**config.mk**
```make
export PLATFORM = sky130hd
export DESIGN_NAME = id_stage_flat
export DESIGN_NICKNAME = d
export VERILOG_FILES = /design/src/rtl/id_pkg.sv /design/src/rtl/id_if.sv /design/src/rtl/id_regfile.sv /design/src/rtl/id_stage.sv /design/src/flat_wrapper.sv
export SDC_FILE = /design/constraint.sdc
export NUM_CORES = 2
export LEC_CHECK = 0
export ABC_AREA = 1
export CAP_MARGIN = 20
export CORE_MARGIN = 8
export CORE_UTILIZATION = 25
export DETAILED_ROUTE_END_ITERATION = 6
export DONT_BUFFER_PORTS = 1
export GPL_TIMING_DRIVEN = 1
export REMOVE_ABC_BUFFERS = 1
export SYNTH_ARGS = -nofsm -noshare
export SYNTH_HDL_FRONTEND = slang
export SYNTH_SLANG_ARGS = --single-unit
```
**constraint.sdc**
```tcl
create_clock -name clk -period 45.2 [get_ports clk]
set_clock_uncertainty 0.2 [all_clocks]
set_input_delay 4.52 -clock clk [delete_from_list [all_inputs] [get_ports clk]]
set_output_delay 4.52 -clock clk [all_outputs]
set_load 0.01 [all_outputs]
```
**src/rtl/id_pkg.sv**
```systemverilog
// id_pkg: shared opcode constants, ALU-op encodings, immediate formats and the
// per-opcode control bundle used by the decode stage.
package id_pkg;
   localparam logic [6:0] OP_R      = 7'b0110011;
   localparam logic [6:0] OP_I      = 7'b0010011;
   localparam logic [6:0] OP_LOAD   = 7'b0000011;
   localparam logic [6:0] OP_STORE  = 7'b0100011;
   localparam logic [6:0] OP_BRANCH = 7'b1100011;
   localparam logic [6:0] OP_JAL    = 7'b1101111;
   localparam logic [6:0] OP_JALR   = 7'b1100111;
   localparam logic [6:0] OP_AUIPC  = 7'b0010111;
   localparam logic [6:0] OP_LUI    = 7'b0110111;
   localparam logic [1:0] ALU_ADD = 2'b00;
   localparam logic [1:0] ALU_BR  = 2'b01;
   localparam logic [1:0] ALU_R   = 2'b10;
   localparam logic [1:0] ALU_I   = 2'b11;
   typedef enum logic [2:0] {IMM_NONE, IMM_I, IMM_S, IMM_B, IMM_U, IMM_J} imm_fmt_e;
   typedef struct packed {
      logic       alusrc, memtoreg, regwrite, memread, memwrite;
      logic       branch, jal, jalr, auipc, lui;
      logic [1:0] aluop;
      logic       use_rs1, use_rs2, known;
      imm_fmt_e   fmt;
   } ctrl_t;
   function automatic ctrl_t decode(input logic [6:0] op);
      ctrl_t c;
      c = '0;
      c.known = 1'b1;
      case (op)
         OP_R:      begin c.regwrite = 1'b1; c.aluop = ALU_R; c.use_rs1 = 1'b1; c.use_rs2 = 1'b1; end
         OP_I:      begin c.alusrc = 1'b1; c.regwrite = 1'b1; c.aluop = ALU_I; c.use_rs1 = 1'b1; c.fmt = IMM_I; end
         OP_LOAD:   begin c.alusrc = 1'b1; c.memtoreg = 1'b1; c.regwrite = 1'b1; c.memread = 1'b1; c.use_rs1 = 1'b1; c.fmt = IMM_I; end
         OP_STORE:  begin c.alusrc = 1'b1; c.memwrite = 1'b1; c.use_rs1 = 1'b1; c.use_rs2 = 1'b1; c.fmt = IMM_S; end
         OP_BRANCH: begin c.branch = 1'b1; c.aluop = ALU_BR; c.use_rs1 = 1'b1; c.use_rs2 = 1'b1; c.fmt = IMM_B; end
         OP_JAL:    begin c.regwrite = 1'b1; c.jal = 1'b1; c.fmt = IMM_J; end
         OP_JALR:   begin c.alusrc = 1'b1; c.regwrite = 1'b1; c.jalr = 1'b1; c.use_rs1 = 1'b1; c.fmt = IMM_I; end
         OP_AUIPC:  begin c.alusrc = 1'b1; c.regwrite = 1'b1; c.auipc = 1'b1; c.fmt = IMM_U; end
         OP_LUI:    begin c.alusrc = 1'b1; c.regwrite = 1'b1; c.lui = 1'b1; c.fmt = IMM_U; end
         default:   c.known = 1'b0;
      endcase
      return c;
   endfunction
endpackage

```
**src/rtl/id_if.sv**
```systemverilog
// id_if: IF/ID instruction slot, writeback port and ID/EX outputs of the decode stage.
interface id_if #(parameter int XLEN = 32);
   logic            if_valid_in, flush_in, wb_regwrite_in;
   logic [XLEN-1:0] if_pc_in, wb_data_in;
   logic [31:0]     if_instr_in;
   logic [4:0]      wb_rd_in;
   logic            stall_out, valid_out, illegal_out;
   logic [XLEN-1:0] pc_out, rs1_data_out, rs2_data_out, imm_out;
   logic [4:0]      rd_out, rs1_out, rs2_out;
   logic [2:0]      funct3_out;
   logic [6:0]      funct7_out;
   logic            alusrc_out, memtoreg_out, regwrite_out, memread_out, memwrite_out;
   logic            branch_out, jal_out, jalr_out, auipc_out, lui_out;
   logic [1:0]      aluop_out;
   modport master (
      output if_valid_in, if_pc_in, if_instr_in, flush_in, wb_regwrite_in, wb_rd_in, wb_data_in,
      input  stall_out, valid_out, illegal_out, pc_out, rs1_data_out, rs2_data_out, imm_out,
             rd_out, rs1_out, rs2_out, funct3_out, funct7_out, alusrc_out, memtoreg_out,
             regwrite_out, memread_out, memwrite_out, branch_out, jal_out, jalr_out,
             auipc_out, lui_out, aluop_out
   );
   modport slave (
      input  if_valid_in, if_pc_in, if_instr_in, flush_in, wb_regwrite_in, wb_rd_in, wb_data_in,
      output stall_out, valid_out, illegal_out, pc_out, rs1_data_out, rs2_data_out, imm_out,
             rd_out, rs1_out, rs2_out, funct3_out, funct7_out, alusrc_out, memtoreg_out,
             regwrite_out, memread_out, memwrite_out, branch_out, jal_out, jalr_out,
             auipc_out, lui_out, aluop_out
   );
endinterface

```
**src/rtl/id_regfile.sv**
```systemverilog
// id_regfile: NREG x XLEN register file, one synchronous write, two bypassed reads, x0 hard zero.
module id_regfile #(
   parameter int XLEN     = 32,
   parameter int NREG     = 32,
   parameter int REG_INIT = 0
) (
   input  logic            clk,
   input  logic            reset,
   input  logic            we,
   input  logic [4:0]      wa,
   input  logic [XLEN-1:0] wd,
   input  logic [4:0]      ra1,
   input  logic [4:0]      ra2,
   output logic [XLEN-1:0] rd1,
   output logic [XLEN-1:0] rd2
);
   localparam int AW = $clog2(NREG);
   logic [XLEN-1:0] rf [NREG];
   logic wq;
   assign wq = we && wa != '0 && {1'b0, wa} < 6'(NREG);
   always_ff @(posedge clk or posedge reset)
      if (reset)
         for (int k = 0; k < NREG; k++) rf[k] <= (REG_INIT != 0 && k != 0) ? XLEN'(k + 1) : '0;
      else if (wq)
         rf[wa[AW-1:0]] <= wd;
   // same-cycle writeback is forwarded so ID never sees a stale operand
   always_comb begin
      rd1 = ra1 == '0 || {1'b0, ra1} >= 6'(NREG) ? '0 : wq && wa == ra1 ? wd : rf[ra1[AW-1:0]];
      rd2 = ra2 == '0 || {1'b0, ra2} >= 6'(NREG) ? '0 : wq && wa == ra2 ? wd : rf[ra2[AW-1:0]];
   end
endmodule

```
**src/rtl/id_stage.sv**
```systemverilog
// id_stage: RV32I/E instruction decode with register file, load-use stall detection
// and the ID/EX pipeline register.
module id_stage
   import id_pkg::*;
#(
   parameter int XLEN     = 32,
   parameter int NREG     = 32,
   parameter int REG_INIT = 0
) (
   input logic clk,
   input logic reset,
   id_if.slave bus
);
   logic [31:0]        ins;
   logic [4:0]         rd, rs1, rs2;
   logic [XLEN-1:0]    rs1_data, rs2_data;
   logic signed [31:0] imm32;
   ctrl_t              c;
   logic               bad_reg, illegal, load, on;
   assign ins = bus.if_instr_in;
   assign rd  = ins[11:7];
   assign rs1 = ins[19:15];
   assign rs2 = ins[24:20];
   assign c   = decode(ins[6:0]);
   id_regfile #(.XLEN(XLEN), .NREG(NREG), .REG_INIT(REG_INIT)) u_rf (
      .clk, .reset, .we(bus.wb_regwrite_in), .wa(bus.wb_rd_in), .wd(bus.wb_data_in),
      .ra1(rs1), .ra2(rs2), .rd1(rs1_data), .rd2(rs2_data)
   );
   always_comb begin
      imm32 = c.fmt == IMM_I ? {{20{ins[31]}}, ins[31:20]}
            : c.fmt == IMM_S ? {{20{ins[31]}}, ins[31:25], ins[11:7]}
            : c.fmt == IMM_B ? {{20{ins[31]}}, ins[7], ins[30:25], ins[11:8], 1'b0}
            : c.fmt == IMM_U ? {ins[31:12], 12'b0}
            : c.fmt == IMM_J ? {{12{ins[31]}}, ins[19:12], ins[20], ins[30:21], 1'b0}
            : '0;
      bad_reg = (c.regwrite && {1'b0, rd} >= 6'(NREG)) || (c.use_rs1 && {1'b0, rs1} >= 6'(NREG))
             || (c.use_rs2 && {1'b0, rs2} >= 6'(NREG));
      illegal = !c.known || bad_reg;
      // a load in EX whose result the IF/ID instruction needs; a flush makes it moot
      bus.stall_out = bus.if_valid_in && bus.valid_out && bus.memread_out && bus.rd_out != '0
                   && ((c.use_rs1 && rs1 == bus.rd_out) || (c.use_rs2 && rs2 == bus.rd_out))
                   && !bus.flush_in;
      load = bus.if_valid_in && !bus.flush_in && !bus.stall_out;
      on   = load && !illegal;
   end
   always_ff @(posedge clk or posedge reset)
      if (reset) begin
         bus.valid_out    <= 1'b0;
         bus.illegal_out  <= 1'b0;
         bus.pc_out       <= '0;
         bus.rs1_data_out <= '0;
         bus.rs2_data_out <= '0;
         bus.imm_out      <= '0;
         bus.rd_out       <= '0;
         bus.rs1_out      <= '0;
         bus.rs2_out      <= '0;
         bus.funct3_out   <= '0;
         bus.funct7_out   <= '0;
         bus.alusrc_out   <= 1'b0;
         bus.memtoreg_out <= 1'b0;
         bus.regwrite_out <= 1'b0;
         bus.memread_out  <= 1'b0;
         bus.memwrite_out <= 1'b0;
         bus.branch_out   <= 1'b0;
         bus.jal_out      <= 1'b0;
         bus.jalr_out     <= 1'b0;
         bus.auipc_out    <= 1'b0;
         bus.lui_out      <= 1'b0;
         bus.aluop_out    <= '0;
      end else begin
         bus.valid_out    <= load;
         bus.illegal_out  <= load && illegal;
         bus.pc_out       <= load ? bus.if_pc_in : '0;
         bus.rs1_data_out <= load ? rs1_data : '0;
         bus.rs2_data_out <= load ? rs2_data : '0;
         bus.imm_out      <= load ? XLEN'(imm32) : '0;
         bus.rd_out       <= load ? rd : '0;
         bus.rs1_out      <= load ? rs1 : '0;
         bus.rs2_out      <= load ? rs2 : '0;
         bus.funct3_out   <= load ? ins[14:12] : '0;
         bus.funct7_out   <= load ? ins[31:25] : '0;
         bus.alusrc_out   <= on && c.alusrc;
         bus.memtoreg_out <= on && c.memtoreg;
         bus.regwrite_out <= on && c.regwrite;
         bus.memread_out  <= on && c.memread;
         bus.memwrite_out <= on && c.memwrite;
         bus.branch_out   <= on && c.branch;
         bus.jal_out      <= on && c.jal;
         bus.jalr_out     <= on && c.jalr;
         bus.auipc_out    <= on && c.auipc;
         bus.lui_out      <= on && c.lui;
         bus.aluop_out    <= on ? c.aluop : '0;
      end
endmodule

```
**src/flat_wrapper.sv**
```systemverilog
// flat-port wrapper written by rule: the top's interface ports become plain ports
module id_stage_flat import id_pkg::*;
#(
   parameter int XLEN     = 32,
   parameter int NREG     = 32,
   parameter int REG_INIT = 0
)
  (clk, reset, bus_if_valid_in, bus_if_pc_in, bus_if_instr_in, bus_flush_in, bus_wb_regwrite_in, bus_wb_rd_in, bus_wb_data_in, bus_stall_out, bus_valid_out, bus_illegal_out, bus_pc_out, bus_rs1_data_out, bus_rs2_data_out, bus_imm_out, bus_rd_out, bus_rs1_out, bus_rs2_out, bus_funct3_out, bus_funct7_out, bus_alusrc_out, bus_memtoreg_out, bus_regwrite_out, bus_memread_out, bus_memwrite_out, bus_branch_out, bus_jal_out, bus_jalr_out, bus_auipc_out, bus_lui_out, bus_aluop_out);
  id_if #(.XLEN(XLEN)) bus_i ();
  input logic clk;
  input logic reset;
  input wire logic [$bits(bus_i.if_valid_in)-1:0] bus_if_valid_in;
  input wire logic [$bits(bus_i.if_pc_in)-1:0] bus_if_pc_in;
  input wire logic [$bits(bus_i.if_instr_in)-1:0] bus_if_instr_in;
  input wire logic [$bits(bus_i.flush_in)-1:0] bus_flush_in;
  input wire logic [$bits(bus_i.wb_regwrite_in)-1:0] bus_wb_regwrite_in;
  input wire logic [$bits(bus_i.wb_rd_in)-1:0] bus_wb_rd_in;
  input wire logic [$bits(bus_i.wb_data_in)-1:0] bus_wb_data_in;
  output wire logic [$bits(bus_i.stall_out)-1:0] bus_stall_out;
  output wire logic [$bits(bus_i.valid_out)-1:0] bus_valid_out;
  output wire logic [$bits(bus_i.illegal_out)-1:0] bus_illegal_out;
  output wire logic [$bits(bus_i.pc_out)-1:0] bus_pc_out;
  output wire logic [$bits(bus_i.rs1_data_out)-1:0] bus_rs1_data_out;
  output wire logic [$bits(bus_i.rs2_data_out)-1:0] bus_rs2_data_out;
  output wire logic [$bits(bus_i.imm_out)-1:0] bus_imm_out;
  output wire logic [$bits(bus_i.rd_out)-1:0] bus_rd_out;
  output wire logic [$bits(bus_i.rs1_out)-1:0] bus_rs1_out;
  output wire logic [$bits(bus_i.rs2_out)-1:0] bus_rs2_out;
  output wire logic [$bits(bus_i.funct3_out)-1:0] bus_funct3_out;
  output wire logic [$bits(bus_i.funct7_out)-1:0] bus_funct7_out;
  output wire logic [$bits(bus_i.alusrc_out)-1:0] bus_alusrc_out;
  output wire logic [$bits(bus_i.memtoreg_out)-1:0] bus_memtoreg_out;
  output wire logic [$bits(bus_i.regwrite_out)-1:0] bus_regwrite_out;
  output wire logic [$bits(bus_i.memread_out)-1:0] bus_memread_out;
  output wire logic [$bits(bus_i.memwrite_out)-1:0] bus_memwrite_out;
  output wire logic [$bits(bus_i.branch_out)-1:0] bus_branch_out;
  output wire logic [$bits(bus_i.jal_out)-1:0] bus_jal_out;
  output wire logic [$bits(bus_i.jalr_out)-1:0] bus_jalr_out;
  output wire logic [$bits(bus_i.auipc_out)-1:0] bus_auipc_out;
  output wire logic [$bits(bus_i.lui_out)-1:0] bus_lui_out;
  output wire logic [$bits(bus_i.aluop_out)-1:0] bus_aluop_out;
  assign bus_i.if_valid_in = bus_if_valid_in;
  assign bus_i.if_pc_in = bus_if_pc_in;
  assign bus_i.if_instr_in = bus_if_instr_in;
  assign bus_i.flush_in = bus_flush_in;
  assign bus_i.wb_regwrite_in = bus_wb_regwrite_in;
  assign bus_i.wb_rd_in = bus_wb_rd_in;
  assign bus_i.wb_data_in = bus_wb_data_in;
  assign bus_stall_out = bus_i.stall_out;
  assign bus_valid_out = bus_i.valid_out;
  assign bus_illegal_out = bus_i.illegal_out;
  assign bus_pc_out = bus_i.pc_out;
  assign bus_rs1_data_out = bus_i.rs1_data_out;
  assign bus_rs2_data_out = bus_i.rs2_data_out;
  assign bus_imm_out = bus_i.imm_out;
  assign bus_rd_out = bus_i.rd_out;
  assign bus_rs1_out = bus_i.rs1_out;
  assign bus_rs2_out = bus_i.rs2_out;
  assign bus_funct3_out = bus_i.funct3_out;
  assign bus_funct7_out = bus_i.funct7_out;
  assign bus_alusrc_out = bus_i.alusrc_out;
  assign bus_memtoreg_out = bus_i.memtoreg_out;
  assign bus_regwrite_out = bus_i.regwrite_out;
  assign bus_memread_out = bus_i.memread_out;
  assign bus_memwrite_out = bus_i.memwrite_out;
  assign bus_branch_out = bus_i.branch_out;
  assign bus_jal_out = bus_i.jal_out;
  assign bus_jalr_out = bus_i.jalr_out;
  assign bus_auipc_out = bus_i.auipc_out;
  assign bus_lui_out = bus_i.lui_out;
  assign bus_aluop_out = bus_i.aluop_out;
  id_stage #(.XLEN(XLEN), .NREG(NREG), .REG_INIT(REG_INIT)) u_core (.clk(clk), .reset(reset), .bus(bus_i));
endmodule
```
* Yosys cells after proc, flatten, opt, wreduce, memory -nomap -nowiden *
Index checks and enable logic that the tools add are counted.

cells by class
  equality and inequality tests = 18
  bitwise gates (word level) = 3
  reduce and logical (&&, ||, !) cells = 39
  mux-type cells = 42
  order comparisons = 4

operators by type and width
  cell                number
  $bwmux 1024         1
  $mux 32             18
  $bmux 32 s5         2
  $demux 32 s5        1
  $logic_and 1x1->1   24
  $eq 7x6->1 const B  3
  $eq 7x7->1 const B  3
  $eq 5x5->1          4
  $ge 6x6->1 const B  3
  $not 5->6           3
  $mux 5              3
  $pmux 3 s5          1
  $eq 7x5->1 const B  2
  $mux 1              12
  $reduce_or 6->1     2
  $logic_not 5->1     2
  $reduce_bool 5->1   2
  $reduce_or 9->1     1
  $eq 7x2->1 const B  1
  $mux 7              1
  $reduce_or 7->1     1
  $eq 3x2->1 const B  2
  $eq 3x3->1 const B  2
  $lt 6x1->1 const B  1
  other kinds (8)     11

storage, ports and cells
  word-level logic and storage cells = 159
  output and inout bits = 168
  bits in registers = 1,190
  input port bits = 106

* Logic depth before layout (Yosys ltp) *
  depth after elaboration = 11
  mapped depth = 14
  depth with buffers taken out = 11

* Cells and area by module *
A second synthesis with hierarchy kept.

second synthesis, totals
  cells, all modules = 9,101
  area, all modules = 64,424.3 um2

modules (own cells, without submodules)
  module      area each (um2)  cells each  seq. area each (um2)  instances
  id_regfile  58,294.7         8,470       25,624.6              1
  id_stage    6,129.6          631         4,154.0               1

* Least setup slack after synthesis *
Ideal clock, no wire load.

  path type = input port to output port
  from = input port bus_if_instr_in[22]
  to = output port bus_stall_out
  data required time = 40,480 ps
  arrival = 5,756 ps
  buffers on the path = 2
  stages = 10
  setup slack = 34,724 ps
  cells stage by stage = buf_2 > inv_1 > or2_2 > nand3_1 > nor2_1 > nand2_1 > nand2_1 > nand2_2 > clkbuf_1 > inv_1

between the ends
  cells in the longest elaborated chain, start to end = 5

RTL lines
  what                line                text
  start: declaration  flat_wrapper.sv:14  input wire logic [$bits(bus_i.if_instr_in)-1:0] bus_if_instr_in;
  $eq 5x5->1          id_stage.sv:41      && ((c.use_rs1 && rs1 == bus.rd_out) || (c.use_rs2 && rs2 == bus.rd_out))
  $logic_and 1x1->1   id_stage.sv:41
  $logic_or 1x1->1    id_stage.sv:41
  $logic_and 1x1->1   id_stage.sv:41
  $logic_and 1x1->1   id_stage.sv:42      && !bus.flush_in;
  end: declaration    flat_wrapper.sv:19  output wire logic [$bits(bus_i.stall_out)-1:0] bus_stall_out;

Every way passes these cells.

* Final worst setup path *
  from = input port bus_if_instr_in[20]
  to = output port bus_stall_out

The elaborated chain is that of the path after synthesis.

==> impl_metrics.csv <==
group,metric,value,unit
run_status,outcome,"finished with violations",
run_status,violated_checks,"design-rule violations, max-slew violations",
pwr,p_seq_share,45.3,%
grt,global_route_wire_length_before_repair,359.2,mm
worst_setup_path,reg2reg_slack,42.09,ns
clocking,numCtsBuffers,137,
clocking,cts_resized,0,
worst_setup_path,worstPathRequired,40.48,ns
logic_synthesis,yosys.area.top_type_share,46.61,%
job,cap_viol_max_count,0,
clocking,cts_sinks,1190,
pwr,fraction_of_power_spent_switching_nets,30.15,%
sta,max_slew.worst_pin.slew,3.331,ns
grt,grt.met3_usage,4.118,%
pwr,power_frac_comb,16.3,%
worst_setup_path,endpoint_kind,"output port",
detailed_routing,totalWireLength,241.4,mm
grt,met2_track_demand_over_resource,26.76,%
final_layout,final.fill_count,27900,
grt,grt.met1_usage,22.89,%
sta,holdWs,0.1771,ns
grt,first_global_vias,55160,
logic_synthesis,ys_dominant_reg_cell,"dfrtp_1",
pwr,intPower,2088,uW
pwr,clock_power_share,38.4,%
pwr,vdd.ir_drop.worst,0.03698,mV
final_layout,most-common-layout-cells,"nand2_1 (3,053), dfrtp_1 (1,190), o21ai_0 (952), inv_1 (649), nor2_1 (560)",
logic_synthesis,synthTopCellsByArea,"dfrtp_1 (47%), nand2_1 (18%), o21ai_0 (7.5%)",
pwr,fin_total_pwr,2989,uW
clocking,cts_setup_buffers,0,
clocking,cts_tree,"done",
detailed_routing,route.detailed.vias_per_inst,4.978,
placed_design,number_of_buffers_added_on_ports,0,
sta,portion_of_the_clock_cycle_consumed_by_the_worst_path_in_the_final_layout,28.85,%
final_layout,multiInputGateArea,28720,um2
clocking,cts_root_buffer,"clkbuf_16",
detailed_routing,post-route-drc-count,3,
final_layout,ff_latch_area,29780,um2
logic_synthesis,synth_area_leader_cell,"dfrtp_1",
floorplan,design.portCount,274,
logic_synthesis,synth_enable_flop_cells,0,
floorplan,core,254200,um2
worst_setup_path,critical_path_peak_fanout,704,
logic_synthesis,synthCells,8932,
grt,grt_overflow_total,0,
detailed_routing,initialDrtViolationCount,6322,
worst_setup_path,worst-setup-path-type,"input port to output port",
sta,setup-tns-final,0,ns
sta,relSlewSlack,-122.1,%
final_layout,share_of_post_route_cells_with_drive_strength_above_1,4.296,%
clocking,cts_hold_repair.buffers,0,
final_layout,final_core_util,27.74,%
final_layout,area_added_between_synthesis_and_finish,10.35,%
placed_design,dp.final_hpwl,125.2,mm
pwr,total_leakage_power,0.03353,uW
floorplan,die-width,521.5,um
pwr,power_density,42.40,nW/um2
logic_synthesis,post_synth_num_cell_types,29,
sta,final.min_clock_period,13.04,ns
logic_synthesis,postSynthAreaPerCell,7.152,um2
worst_setup_path,setup.worst_path.start_class,"input port",
hold_path,min-delay-path-class,"flop to flop",
detailed_routing,antenna_violating_nets_left,0,
clocking,cts-root-to-sink-buffers,3,
pwr,switching_power,901.1,uW
detailed_routing,vias,58950,
placed_design,place_congestion,0.7944,
sta,total_of_endpoints_with_negative_setup_slack_in_the_final_report,0,
sta,finalHoldViolations,0,
floorplan,initial_utilization,25.14,%
floorplan,dieHeight,521.5,um
floorplan,fp-row-count,185,
grt,grt_start_max_net_pins,721,
final_layout,layout_commonest_cell,"nand2_1",
sta,maxClockFrequency,76.68,MHz
grt,groute.usage.overall,17.07,%
logic_synthesis,synth.yosys.warnings,0,
logic_synthesis,seq_area_frac_synth,46.61,%
clocking,clk-insertion-delay-late,0.81,ns
logic_synthesis,synthesis.area,63890,um2
detailed_routing,routedWlPerCell,20.38,um
sta,rsz0062_at_grt,"false",
logic_synthesis,synth.ff_latch_count,1190,
logic_synthesis,synth_async_sr_flop_share,100.0,%
floorplan,floorplan.die_area,272000,um2
grt,grt.busiest_layer,"met2",
detailed_routing,drt_first_pass_iters,7,
sta,finalMaxSlewViolations,1045,
worst_setup_path,worstPathArrival,8.32,ns
grt,grt_antenna_before_repair,10,
final_layout,layout.nets,8474,
clocking,clock_h_tree_levels,4,
clocking,clk_transition_reported_paths,0.06,ns
## routing by layer
| layer | wire (um) | vias to the layer above |
|---|---|---|
| met1 | 103800 | 28040 |
| met4 | 9148 | 16 |
| li1 | - | 27750 |
| met5 | 114 | - |
| met2 | 104500 | 2626 |
| met3 | 23920 | 528 |
## metrics by stage
| step | cell area [um2] | worst slack, ns | instances |
|---|---|---|---|
| 2_1_floorplan | 60770 | 6.957 | 8156 |
| 3_3_place_gp | 65790 | 34.14 | 11590 |
| 3_5_place_dp | 65790 | 34.14 | 11590 |
| 4_1_cts | 70390 | 34.13 | 11840 |
| 5_1_grt | 70490 | 33.97 | 11840 |
| 6_report | 70500 | 32.16 | 11840 |
## sequential cells by signal (all words and copies together), names as in the netlist, 7 cells and up
signal,cells
u_core.bus.funct7_out,7
u_core.bus.rs2_data_out,32
u_core.u_rf.rf,1024
u_core.bus.rs1_data_out,32
u_core.bus.pc_out,32
u_core.bus.imm_out,32
## power groups by stage
stage	combinational [uW]	sequential, uW	clock, uW
5_1_grt	564	1380	1210
6_report	487	1350	1150
4_1_cts	482	1350	1170
3_5_place_dp	481	1370	0
2_1_floorplan	378	1340	0
3_3_place_gp	471	1370	0
## path summary, 6_finish.rpt
kind | start | to | cells after the start
hold / removal | u_core.u_rf.rf[1006] | u_core.u_rf.rf[1006] | 0
max in group asynchronous | reset | u_core.u_rf.rf[78] | 5
setup / recovery | bus_if_instr_in[20] | bus_stall_out | 8
setup reg to reg | u_core.bus.rd_out[2] | u_core.bus.rs2_data_out[10] | 9
min in group asynchronous | reset | u_core.u_rf.rf[274] | 1
hold reg to reg | u_core.u_rf.rf[1006] | u_core.u_rf.rf[1006] | 0
## cells in the mapped netlist, drive strengths merged (3+ instances only)
library cell / number
inv: 664
nand2: 3089
or2: 3
a21oi: 313
nand3: 505
dfrtp: 1190
clkbuf: 584
xnor2: 8
nor2: 565
o211ai: 520
buf: 192
o21ai: 1248
clkinv: 3
nand4: 18
nor3: 25
## worst max-delay path, stage by stage
cell	delay, ns
inv_8	1.41
nand2_1	0.12
nand4_1	0.14
nor2_1	0.05
nand2_1	0.06
nand2_1	0.06
nand2_2	0.32
inv_1	0.16
## area by class of cell
type	count	area share [%]
inverter	667	3.612
antenna	5	0.01775
clock inverter	45	0.8927
sequential	1190	42.24
multi-input combinational	6299	40.73
timing repair buffer	73	0.9087
clock buffer	199	5.623
tap	3366	5.974
## cells by family (layout without fill, tap and decap cells)
logic type / Yosys count / count (layout) / share of synthesized area, %
AOI/OAI and AO/OA: 2081 / 2081 / 18.37
and+or+nand+nor: 4208 / 4208 / 26.07
DFF: 1190 / 1190 / 46.61
xor gates and xnor gates: 10 / 10 / 0.1371
other: 0 / 5 / 0
buffers and inverters: 1443 / 984 / 8.802
Power figures use the tool's default switching activity.
